<file path="config.mk">
export PLATFORM = sky130hd
export DESIGN_NAME = jk_flipflop_bank
export DESIGN_NICKNAME = d
export VERILOG_FILES = /design/src/rtl/jk_bank_pkg.sv /design/src/rtl/jk_bank_edge_det.sv /design/src/rtl/jk_flipflop_bank.sv
export SDC_FILE = /design/constraint.sdc
export NUM_CORES = 1
export LEC_CHECK = 0
export BUFFER_PORTS_ARGS = -buffer_cell sky130_fd_sc_hd__buf_4
export CAP_MARGIN = 20
export CORE_AREA = 2 2 39 41
export CTS_BUF_LIST = sky130_fd_sc_hd__clkbuf_8
export DETAILED_ROUTE_END_ITERATION = 12
export DIE_AREA = 0 0 41 43
export GPL_ROUTABILITY_DRIVEN = 0
export PLACE_DENSITY = 0.44
export SYNTH_ARGS = -nofsm -noshare
export SYNTH_HDL_FRONTEND = slang
export SYNTH_HIERARCHICAL = 1
export SYNTH_SLANG_ARGS = --single-unit
</file>
<file path="constraint.sdc">
create_clock -name clk -period 2.9 [get_ports clk]
set_input_delay 0.725 -clock clk [delete_from_list [all_inputs] [get_ports clk]]
set_output_delay 0.725 -clock clk [all_outputs]
set_load 0.05 [all_outputs]
</file>
<file path="src/rtl/jk_bank_pkg.sv">
// Shared constants, per-channel control bundle and next-state helpers for jk_flipflop_bank.
package jk_bank_pkg;

  localparam bit TRIG_FALL = 1'b0;
  localparam bit TRIG_RISE = 1'b1;

  typedef struct packed {
    logic j;
    logic k;      // true K, after any K-bar inversion
    logic clr_n;
    logic pre_n;
  } jk_ctl_t;

  // 00 hold, 10 set, 01 clear, 11 toggle
  function automatic logic jk_next(input logic q, input logic j, input logic k);
    return (~q & j) | (q & ~k);
  endfunction

  // Level the trigger rests at between active edges
  function automatic logic idle_level(input logic edge_sel);
    return ~edge_sel;
  endfunction

endpackage

</file>
<file path="src/rtl/jk_bank_edge_det.sv">
// Single-bit trigger edge detector; with JK_BANK_TRIG_SYNC_EN defined the trigger
// first passes a 2-flop synchroniser. All history flops reset to the idle level.
module jk_bank_edge_det
  import jk_bank_pkg::*;
#(
  parameter bit EDGE = TRIG_FALL,
  parameter bit IDLE = idle_level(EDGE)
) (
  input  logic clk,
  input  logic clrn,
  input  logic trig,
  output logic hit
);

  logic lvl;
  logic trig_q;

`ifdef JK_BANK_TRIG_SYNC_EN
  logic [1:0] sync;
  always_ff @(posedge clk or negedge clrn)
    if (!clrn) sync <= {2{IDLE}};
    else       sync <= {sync[0], trig};
  assign lvl = sync[1];
`else
  assign lvl = trig;
`endif

  always_ff @(posedge clk or negedge clrn)
    if (!clrn) trig_q <= IDLE;
    else       trig_q <= lvl;

  assign hit = (EDGE == TRIG_RISE) ? (~trig_q & lvl) : (trig_q & ~lvl);

endmodule

</file>
<file path="src/rtl/jk_flipflop_bank.sv">
// N-channel JK flip-flop bank clocked by sampled trigger edges on a single system clock.
// Optional 2-flop trigger synchroniser: define JK_BANK_TRIG_SYNC_EN.
module jk_flipflop_bank
  import jk_bank_pkg::*;
#(
  parameter int CHANNELS  = 2,
  parameter int TRIG_EDGE = 0,
  parameter int KBAR_MODE = 0
) (
  input  logic                clk,
  input  logic                clrn,
  input  logic [CHANNELS-1:0] j,
  input  logic [CHANNELS-1:0] k,
  input  logic [CHANNELS-1:0] trig,
  input  logic [CHANNELS-1:0] clr_n,
  input  logic [CHANNELS-1:0] pre_n,
  output logic [CHANNELS-1:0] q,
  output logic [CHANNELS-1:0] qn,
  output logic [CHANNELS-1:0] evt
);

  localparam bit EDGE = (TRIG_EDGE != 0);

  logic [CHANNELS-1:0] k_int;
  logic [CHANNELS-1:0] hit;

  assign k_int = (KBAR_MODE != 0) ? ~k : k;

  for (genvar i = 0; i < CHANNELS; i++) begin : g_ch
    jk_ctl_t ctl;
    logic    q_r;
    logic    evt_r;

    assign ctl = '{j: j[i], k: k_int[i], clr_n: clr_n[i], pre_n: pre_n[i]};

    jk_bank_edge_det #(
      .EDGE (EDGE),
      .IDLE (idle_level(EDGE))
    ) u_det (
      .clk  (clk),
      .clrn (clrn),
      .trig (trig[i]),
      .hit  (hit[i])
    );

    // evt reports the accepted edge even when clear/preset wins over the JK update
    always_ff @(posedge clk or negedge clrn)
      if (!clrn) begin
        q_r   <= 1'b0;
        evt_r <= 1'b0;
      end else begin
        evt_r <= hit[i];
        if (!ctl.clr_n)      q_r <= 1'b0;
        else if (!ctl.pre_n) q_r <= 1'b1;
        else if (hit[i])     q_r <= jk_next(q_r, ctl.j, ctl.k);
      end

    assign q[i]   = q_r;
    assign evt[i] = evt_r;
  end

  assign qn = ~q;

endmodule
</file>
# Word level (Yosys, flattened, before mapping)
# Index checks and enable logic that the tools add are counted.
[totals]
regBits = 6
input_bits = 12
out_inout_bits = 6
elab_cells = 29
[op_classes]
n_eq_ne = 2
n_mux = 6
n_bitwise = 15
[ops]
columns = ["op", "count"]
rows = [
  ["bitwise AND 1 bit", 6],
  ["two-way mux 1 bit", 6],
  ["inequality test 3 x 2 -> 1 bit (second input constant)", 2],
  ["NOT 1 bit", 6],
  ["NOT 2 bit", 1],
  ["bitwise OR 1 bit", 2],
]

# Depth between registers and ports, before layout
# Gate-level depths: netlist of the first run.
[logic_depth]
ltp_word = 6
ltp_mapped = 3
depth_no_buf = 3

# By module
# The synthesis of the first run kept the hierarchy.
[by_module_without_submodules]
columns = ["module", "instances", "cells_each", "area_each_um2"]
rows = [
  ["jk_flipflop_bank", 1, 18, 187.7],
  ["jk_bank_edge_det", 2, 2, 40.0],
]

# Least setup slack after synthesis of the first run
# OpenSTA, ideal clock, no wires.
[synth_timing]
path_kind = "register to output"
start = "reg g_ch[0].q_r"
end = "out qn[0]"
arrival_ns = 0.688
required_time_ns = 2.175
slack_ns = 1.487
path_stages_with_launch = 2
cell_sequence = "dfrtp_1 -> inv_1"
[synth_between]
elab_chain_cells = 1
[synth_rtl]
columns = ["item", "line_no", "source"]
rows = [
  ["from (decl)", "jk_flipflop_bank.sv:31", "logic q_r;"],
  ["from (signal assigned)", "jk_flipflop_bank.sv:55", "else if (hit[i]) q_r <= jk_next(q_r, ctl.j, ctl.k);"],
  ["NOT 2 bit", "jk_flipflop_bank.sv:62", "assign qn = ~q;"],
  ["to (decl)", "jk_flipflop_bank.sv:18", "output logic [CHANNELS-1:0] qn,"],
]
# Every way passes these cells.

# Worst setup path after layout of the first run
[layout_timing]
start = "reg g_ch[1].q_r"
end = "out qn[1]"
[layout_between]
elab_chain_cells = 1
[layout_rtl]
columns = ["item", "line_no"]
rows = [
  ["from (decl)", "jk_flipflop_bank.sv:31"],
  ["from (signal assigned)", "jk_flipflop_bank.sv:55"],
  ["NOT 2 bit", "jk_flipflop_bank.sv:62"],
]
# Every way passes these cells.

==> metrics.cfg, run 1 <==
[synth]
synth.distinct_cells=8
yosysWarnings=6
avgSynthCellArea_um2=12.2
synth_area_leader_cell=dfrtp_1
ys_seq_area_share_pct=57.0
mappedNetlistNets=34
syn_area_um2=268
yosysTopAreaCellShare_pct=37.4
synth_cells=22
ys_ff_latch=6
ys_top_cells_by_area=dfrtp_1, dfstp_2, buf_4, nor2b_4, a311oi_1

[power_and_ir_drop]
comb_power_share_pct=19.5
p_sw_share_pct=24.2
p_seq_share_pct=35.1
p_per_area_mw_per_mm2=618
internal-power_mw=0.200
p_leak_nw=0.221
clkPwrFrac_pct=45.4
p_switching_mw=0.0639
ir_drop_uv=270

[grt]
grt_max_degree=7
grt_pass1_vias=241
grt_antenna_before_repair=0
grt_pass1_wl_um=848
grt_remaining_overflow=0
grtUsageTotal_pct=7.89

[sta]
finalCriticalPeriod_ps=1600
relSlewSlack_pct=84.5
final_max_slew_viol_count=0
finalCritPeriodShare_pct=55.3
skew_ps=0.0951
hold_viol=0
tightest_slew_ps=231
max_freq_ghz=0.624
fin_tns_setup_ps=0
rsz0062_at_grt=false
fin_ws_ps=1300
setup_viol_count_final=0

[critical_path]
crit_arrival_ps=880
criticalPathCategory=flop to output pin
crit_path_start_kind=flop
worstPathMaxFanout=3
endpoint_kind=output pin
critPathRequiredTime_ps=2170

[clock_network]
cts-root-buf=clkbuf_8
cts_buffers=3
cts_setup_buffers=0
clk_latency_ps=220
cts.hold.buffers_added=0
clk_path_buf_depth=2
path_clk_slew_ps=30
cts.repair.resized=0
cts_tree=built
clkSinkCount=6
cts_max_level=1

[routing]
dr.pass1.iters=1
ant_nets=0
drcViolationCount=0
num_vias=213
drt_first_iter_violations=0
viasPerCell=3.94
wire_per_inst_um=9.43
finalWirelength_um=509

[placed_design]
dp_hpwl_um=434
portBuffers=17
dp_slack_ps=1470
dpl-instance-area_um2=385

[flow_run]
max_cap_violations=0

[status]
run_status=completed

[floorplanning]
io_pins=18
fp.dieH_um=43
initial_utilization_pct=19.3
num_rows=14
dieWidth_um=41
dieArea_mm2=0.00176
fp.coreArea_mm2=0.00138

[layout]
stdcell_area_um2=427
diodes=0
area_growth_syn_to_layout_pct=59.3
fin_nets=52
drive_gt1_share_pct=63.2

[min_path]
hp-class=input port to asynchronous set/reset pin

-- sequential cells by signal, indices dropped and copies added (netlist names) --
| name | cells |
|---|---|
| g_ch.evt_r | 2 |
| g_ch.q_r | 2 |
| g_ch.u_det/trig_q | 2 |
-- area by class of cell --
type / instances / area, um^2
inverter: 4 / 15.0
fill: 147 / 957
timing repair buffer: 17 / 128
clock buffer: 3 / 41.3
tap: 16 / 20.0
sequential: 6 / 153
multi-input combinational: 8 / 70.1
-- layer usage --
metal | up-vias | track usage [%] | part of all wire (%)
met3 | 0 | 7.85 | 19
met5 | - | 0 | 0
met1 | 94 | 7.57 | 35
met4 | 0 | 4.00 | 0
li1 | 100 | - | -
met2 | 19 | 10.6 | 46
-- worst max-delay path, cell delays in order, from the launching register on --
cell,delay [ps]
dfrtp_1,390
inv_1,80
buf_4,190
-- logic make-up (layout without fill, tap and decap cells) --
| family | count (synthesis) | after routing | share of synthesized area [%] |
|---|---|---|---|
| buffers and inverters | 8 | 24 | 16.8 |
| flip-flops | 6 | 6 | 57.0 |
| AND/OR/NAND/NOR | 6 | 6 | 19.6 |
| AO/OA/AOI/OAI | 2 | 2 | 6.54 |
-- path summary, 6_finish.rpt --
path                                       from                   end  slack, ps  cells after the start
setup / recovery                    g_ch[1].q_r                 qn[1]       1300                      2
hold / removal                             clrn           g_ch[0].q_r        310                      1
setup reg to reg           g_ch[0].u_det/trig_q           g_ch[0].q_r       1820                      3
hold reg to reg            g_ch[0].u_det/trig_q         g_ch[0].evt_r        510                      1
max in group asynchronous                  clrn  g_ch[1].u_det/trig_q       2390                      1
min in group clk           g_ch[0].u_det/trig_q         g_ch[0].evt_r        510                      1
-- per-stage QoR --
step	hold WS [ps]	total power, mW	utilization (%)	instances
final	307	0.264	30.8	54
after CTS	305	0.270	30.8	54
after global placement	501	0.145	27.8	51
after floorplan	429	0.126	-	22
after global routing	301	0.281	30.8	54
after detailed placement	504	0.146	27.8	51
-- power by group through the flow --
| stage | sequential (mW) | clock, mW | combinational [mW] |
|---|---|---|---|
| finish | 0.0926 | 0.120 | 0.0514 |
| floorplan | 0.0929 | 0 | 0.0332 |
| detailed placement | 0.0935 | 0 | 0.0521 |
| CTS | 0.0926 | 0.125 | 0.0522 |
| global route | 0.0931 | 0.133 | 0.0553 |
| global placement | 0.0931 | 0 | 0.0515 |
-- cells in the mapped netlist --
library cell,number
buf_4,4
inv_1,4
a311oi_1,2
dfrtp_1,4
nand2_1,2
dfstp_2,2
nor2b_4,2
and4_1,2
-- cells in the final DEF, fill, tap and decap left out, drive strengths merged --
cell	count
nand2	2
inv	4
dfrtp	4
a311oi	2
nor2b	2
and4	2
dfstp	2
buf	17
clkbuf	3
Note: power is estimated with default switching activity, not from simulation.
==> run 2: changes to the inputs <==
PLACE_DENSITY = 0.45   (was 0.44)
clock period = 1.3 ns   (was 2.9 ns; I/O delays follow)
==> run 2 against run 1 <==
Compared with the run above:
- cell area grew 3.2%
- non-clock buffer count grew 1
- sequential power grew 120%
- highest routed layer unchanged
==> metrics.cfg, run 2 (synthesis results as in run 1) <==
[layout]
drive_gt1_share_pct=60.0
fin_nets=53
final_common_cell=buf_4
reg_top3=g_ch.evt_r: 2 flops, g_ch.q_r: 2 flops, g_ch.u_det/trig_q: 2 flops
post_layout_nonfiller_instances=56
layout_common_cells=buf_4, inv_1, dfrtp_1
diodes=0
area_growth_syn_to_layout_pct=64.5

[floorplanning]
fp.dieH_um=43
fp.coreArea_mm2=0.00138
num_rows=14
dieArea_mm2=0.00176
initial_utilization_pct=19.3
dieWidth_um=41
io_pins=18

[clock_network]
cts_tree=built
cts.repair.resized=0
path_clk_slew_ps=40
cts-root-buf=clkbuf_8
clkSinkCount=6
cts_buffers=3
clk_latency_ps=220
clk_path_buf_depth=2
cts_max_level=1

[routing]
drcViolationCount=0
ant_nets=0
finalWirelength_um=574
dr.pass1.iters=4
viasPerCell=3.93
wire_per_inst_um=10.3
drt_first_iter_violations=4
num_vias=220

[critical_path]
path_buf_inv=2
critPathRequiredTime_ps=980
criticalPathCategory=flop to output pin
cpLargestDelayFamily=flip-flops
slowest_stage=dfrtp_1
worstPathMaxFanout=3
critPathMaxStageDelay_ps=390
path_cells=inv_1, buf_4
crit_path_start_kind=flop
endpoint_kind=output pin
crit_arrival_ps=880

[sta]
finalCritPeriodShare_pct=93.0
final_max_slew_viol_count=0
fin_ws_ps=90.6
rsz0062_at_grt=false
relSlewSlack_pct=85.9
finalCriticalPeriod_ps=1210
tightest_slew_ps=210
hold_viol=0
max_freq_ghz=0.827
fin_tns_setup_ps=0
setup_viol_count_final=0
skew_ps=4.01

[power_and_ir_drop]
ir_drop_uv=393
p_seq_share_pct=34.0
p_switching_mw=0.154
p_sw_share_pct=25.4
internal-power_mw=0.452
comb_power_share_pct=19.5
clkPwrFrac_pct=46.5
p_leak_nw=0.230
p_per_area_mw_per_mm2=1380

[placed_design]
place_inst=51
portBuffers=17
dp_slack_ps=228
dp_hpwl_um=477

[min_path]
hp-class=input port to flop

[grt]
grt_antenna_before_repair=0
grt_remaining_overflow=0
grt_max_degree=7
grt_pass1_wl_um=828
grt_pass1_vias=213
grtUsageTotal_pct=7.96

[status]
run_status=completed

[flow_run]
max_cap_violations=0

## run 2: cell types whose count changed in the layout (fill, tap and decap cells not counted)
cell           change
dlygate4sd3_1      +1
inv_1              +1
## run 2: stage by stage
stage / util, % / hold WS, ps / area (um^2) / power [mW]
finish: 31.8 / 238 / 440 / 0.606
global route: 31.8 / 224 / 440 / 0.646
CTS: 31.8 / 231 / 440 / 0.623
detailed placement: 27.8 / 139 / 385 / 0.326
global placement: 27.8 / 133 / 385 / 0.322
floorplan: - / 29.4 / 268 / 0.281
## run 2: power by group through the flow
stage | Sequential (mW) | Combinational (mW) | Clock (mW)
3_5_place_dp | 0.208 | 0.117 | 0
4_1_cts | 0.206 | 0.120 | 0.297
3_3_place_gp | 0.208 | 0.114 | 0
5_1_grt | 0.207 | 0.125 | 0.315
2_1_floorplan | 0.207 | 0.0741 | 0
6_report | 0.206 | 0.118 | 0.282
## run 2: final timing paths
kind	from	end	slack [ps]	depth (start not counted)
worst max-delay path	g_ch[1].q_r	qn[1]	90	2
max in group asynchronous	clrn	g_ch[1].u_det/trig_q	640	2
worst min register to register	g_ch[0].u_det/trig_q	g_ch[0].evt_r	500	1
min in group asynchronous	clrn	g_ch[0].evt_r	450	2
worst max register to register	g_ch[1].u_det/trig_q	g_ch[1].q_r	240	3
worst min-delay path	trig[1]	g_ch[1].u_det/trig_q	240	1
## run 2: routing by layer
metal | part of all wire (%) | wire (um) | track usage, %
met5 | 0 | 0 | 0
met4 | 0 | 0 | 6.00
met3 | 15 | 84 | 6.28
met2 | 49 | 280 | 11.9
met1 | 36 | 209 | 6.49
## run 2: area by class of cell
cell class / count / area, um^2
Clock buffer: 3 / 41.3
Clock inverter: 1 / 3.75
Fill cell: 153 / 943
Inverter: 4 / 15.0
Multi-Input combinational cell: 8 / 70.1
Sequential cell: 6 / 153
Tap cell: 16 / 20.0
Timing Repair Buffer: 18 / 138
## run 2: what timing repair did
| item | CTS | global route |
|---|---|---|
| hold buffers | 1 | 0 |
| buffers inserted | 0 | 0 |
| endpoints found under the hold margin | 4 | 0 |
==> run 3: changes to the inputs <==
PLACE_DENSITY = 0.44   (was 0.45)
clock period = 1.2 ns   (was 1.3 ns; I/O delays follow)
==> run 3 against run 2 <==
Compared with the run above:
- largest power group unchanged
- clock power increased by 9.2%
- total power up 9.8%
- routed wire length grew 5.1%
- global-route usage is 0.93 points higher
- via count up 1.8%
- die area is the same
- hold slack got worse by 26 ps
- utilization up 0.54 points
- worst setup slack worse by 42 ps
- clock-buffer cell count is the same
- cell count is the same
- critical path depth is the same
- highest routed layer is now met4
==> metrics.cfg, run 3 (synthesis results as in run 1) <==
[sta]
final_max_slew_viol_count=0
fin_ws_ps=48.6
skew_ps=1.40
rsz0062_at_grt=false
fin_tns_setup_ps=0
finalCritPeriodShare_pct=95.9
fin_hold_ws_ps=212
max_freq_ghz=0.869
tightest_slew_ps=229
relSlewSlack_pct=84.6
hold_viol=0
setup_viol_count_final=0
finalCriticalPeriod_ps=1150

[grt]
grt_pass1_vias=247
grtUsageTotal_pct=8.89
grt_pass1_wl_um=903
grt_max_degree=7
grt_remaining_overflow=0
grt_antenna_before_repair=0

[placed_design]
portBuffers=17
dp_hpwl_um=500
dpl-instance-area_um2=385
place_inst=51
dp_slack_ps=98.2

[layout]
post_layout_nonfiller_instances=56
fin_nets=53
diodes=0
area_growth_syn_to_layout_pct=67.3
reg_top3=g_ch.evt_r: 2 flops, g_ch.q_r: 2 flops, g_ch.u_det/trig_q: 2 flops
final_common_cell=buf_4
final_util_pct=32.4
layout_common_cells=buf_4, inv_1, dfrtp_1
stdcell_area_um2=448
drive_gt1_share_pct=62.5

[floorplanning]
dieWidth_um=41
initial_utilization_pct=19.3
fp.coreArea_mm2=0.00138
num_rows=14
io_pins=18
dieArea_mm2=0.00176
fp.dieH_um=43

[power_and_ir_drop]
finalPower_mw=0.666
p_per_area_mw_per_mm2=1490
ir_drop_uv=492
p_leak_nw=0.232

[routing]
ant_nets=0
drcViolationCount=0
dr.pass1.iters=1
drt_first_iter_violations=0
viasPerCell=4.00
finalWirelength_um=603
wire_per_inst_um=10.8
num_vias=224

[clock_network]
cts_buffers=3
cts_tree=built
clk_latency_ps=220
clkSinkCount=6
clk_path_buf_depth=2
cts_max_level=1
cts-root-buf=clkbuf_8
path_clk_slew_ps=40

[critical_path]
slowest_stage=dfrtp_1
cpLargestDelayFamily=flip-flops
criticalPathCategory=flop to output pin
path_cells=inv_1, buf_6
critPathMaxStageDelay_ps=380
crit_arrival_ps=850
ff2ff_setup_slack_ps=120
worst-path-stages=2
endpoint_kind=output pin
critPathRequiredTime_ps=900
path_buf_inv=2
ff2ff_path_depth=3
worstPathMaxFanout=3
crit_path_start_kind=flop

[flow_run]
max_cap_violations=0

[status]
run_status=completed

[min_path]
hp-class=input port to flop
min_path_cells=1

==> run 3: cell counts in the layout (fill, tap and decap cells not counted) <==
No cell type changed its count.
==> run 3: what timing repair did <==
| item | 4_1_cts | 5_1_grt |
|---|---|---|
| hold buffers | 1 | 0 |
| hold endpoints to repair | 4 | 0 |
| setup buffers | 0 | 0 |
| resized for setup | 0 | 3 |
| setup endpoints to repair | 0 | 2 |
==> run 3: worst paths after layout <==
path,endpoint,startpoint
max,qn[0],g_ch[0].q_r
min,g_ch[0].u_det/trig_q,trig[0]
max reg2reg,g_ch[1].q_r,g_ch[1].u_det/trig_q
min reg2reg,g_ch[0].evt_r,g_ch[0].u_det/trig_q
max in group asynchronous,g_ch[1].u_det/trig_q,clrn
min in group asynchronous,g_ch[0].evt_r,clrn
==> run 3: layout make-up <==
| cell class | instances | area (um^2) |
|---|---|---|
| repair buffers | 18 | 145 |
| clock buffers | 3 | 41.3 |
| fillers | 142 | 936 |
| multi-input cells | 8 | 70.1 |
| flip-flops and latches | 6 | 153 |
| inverters | 4 | 15.0 |
| clock inverters | 1 | 3.75 |
| well taps | 16 | 20.0 |
==> run 3: power by group <==
group,total [mW],leakage (nW),switching [mW],internal (mW)
registers,0.225,0.0716,0.00649,0.218
clock network,0.308,0.0269,0.0886,0.220
logic,0.133,0.134,0.0769,0.0557
==> run 3: layer usage <==
layer | wire [um] | track usage [%]
met5 | 0 | 0
met4 | 26 | 12.0
met3 | 99 | 3.66
met2 | 282 | 13.8
met1 | 195 | 6.23
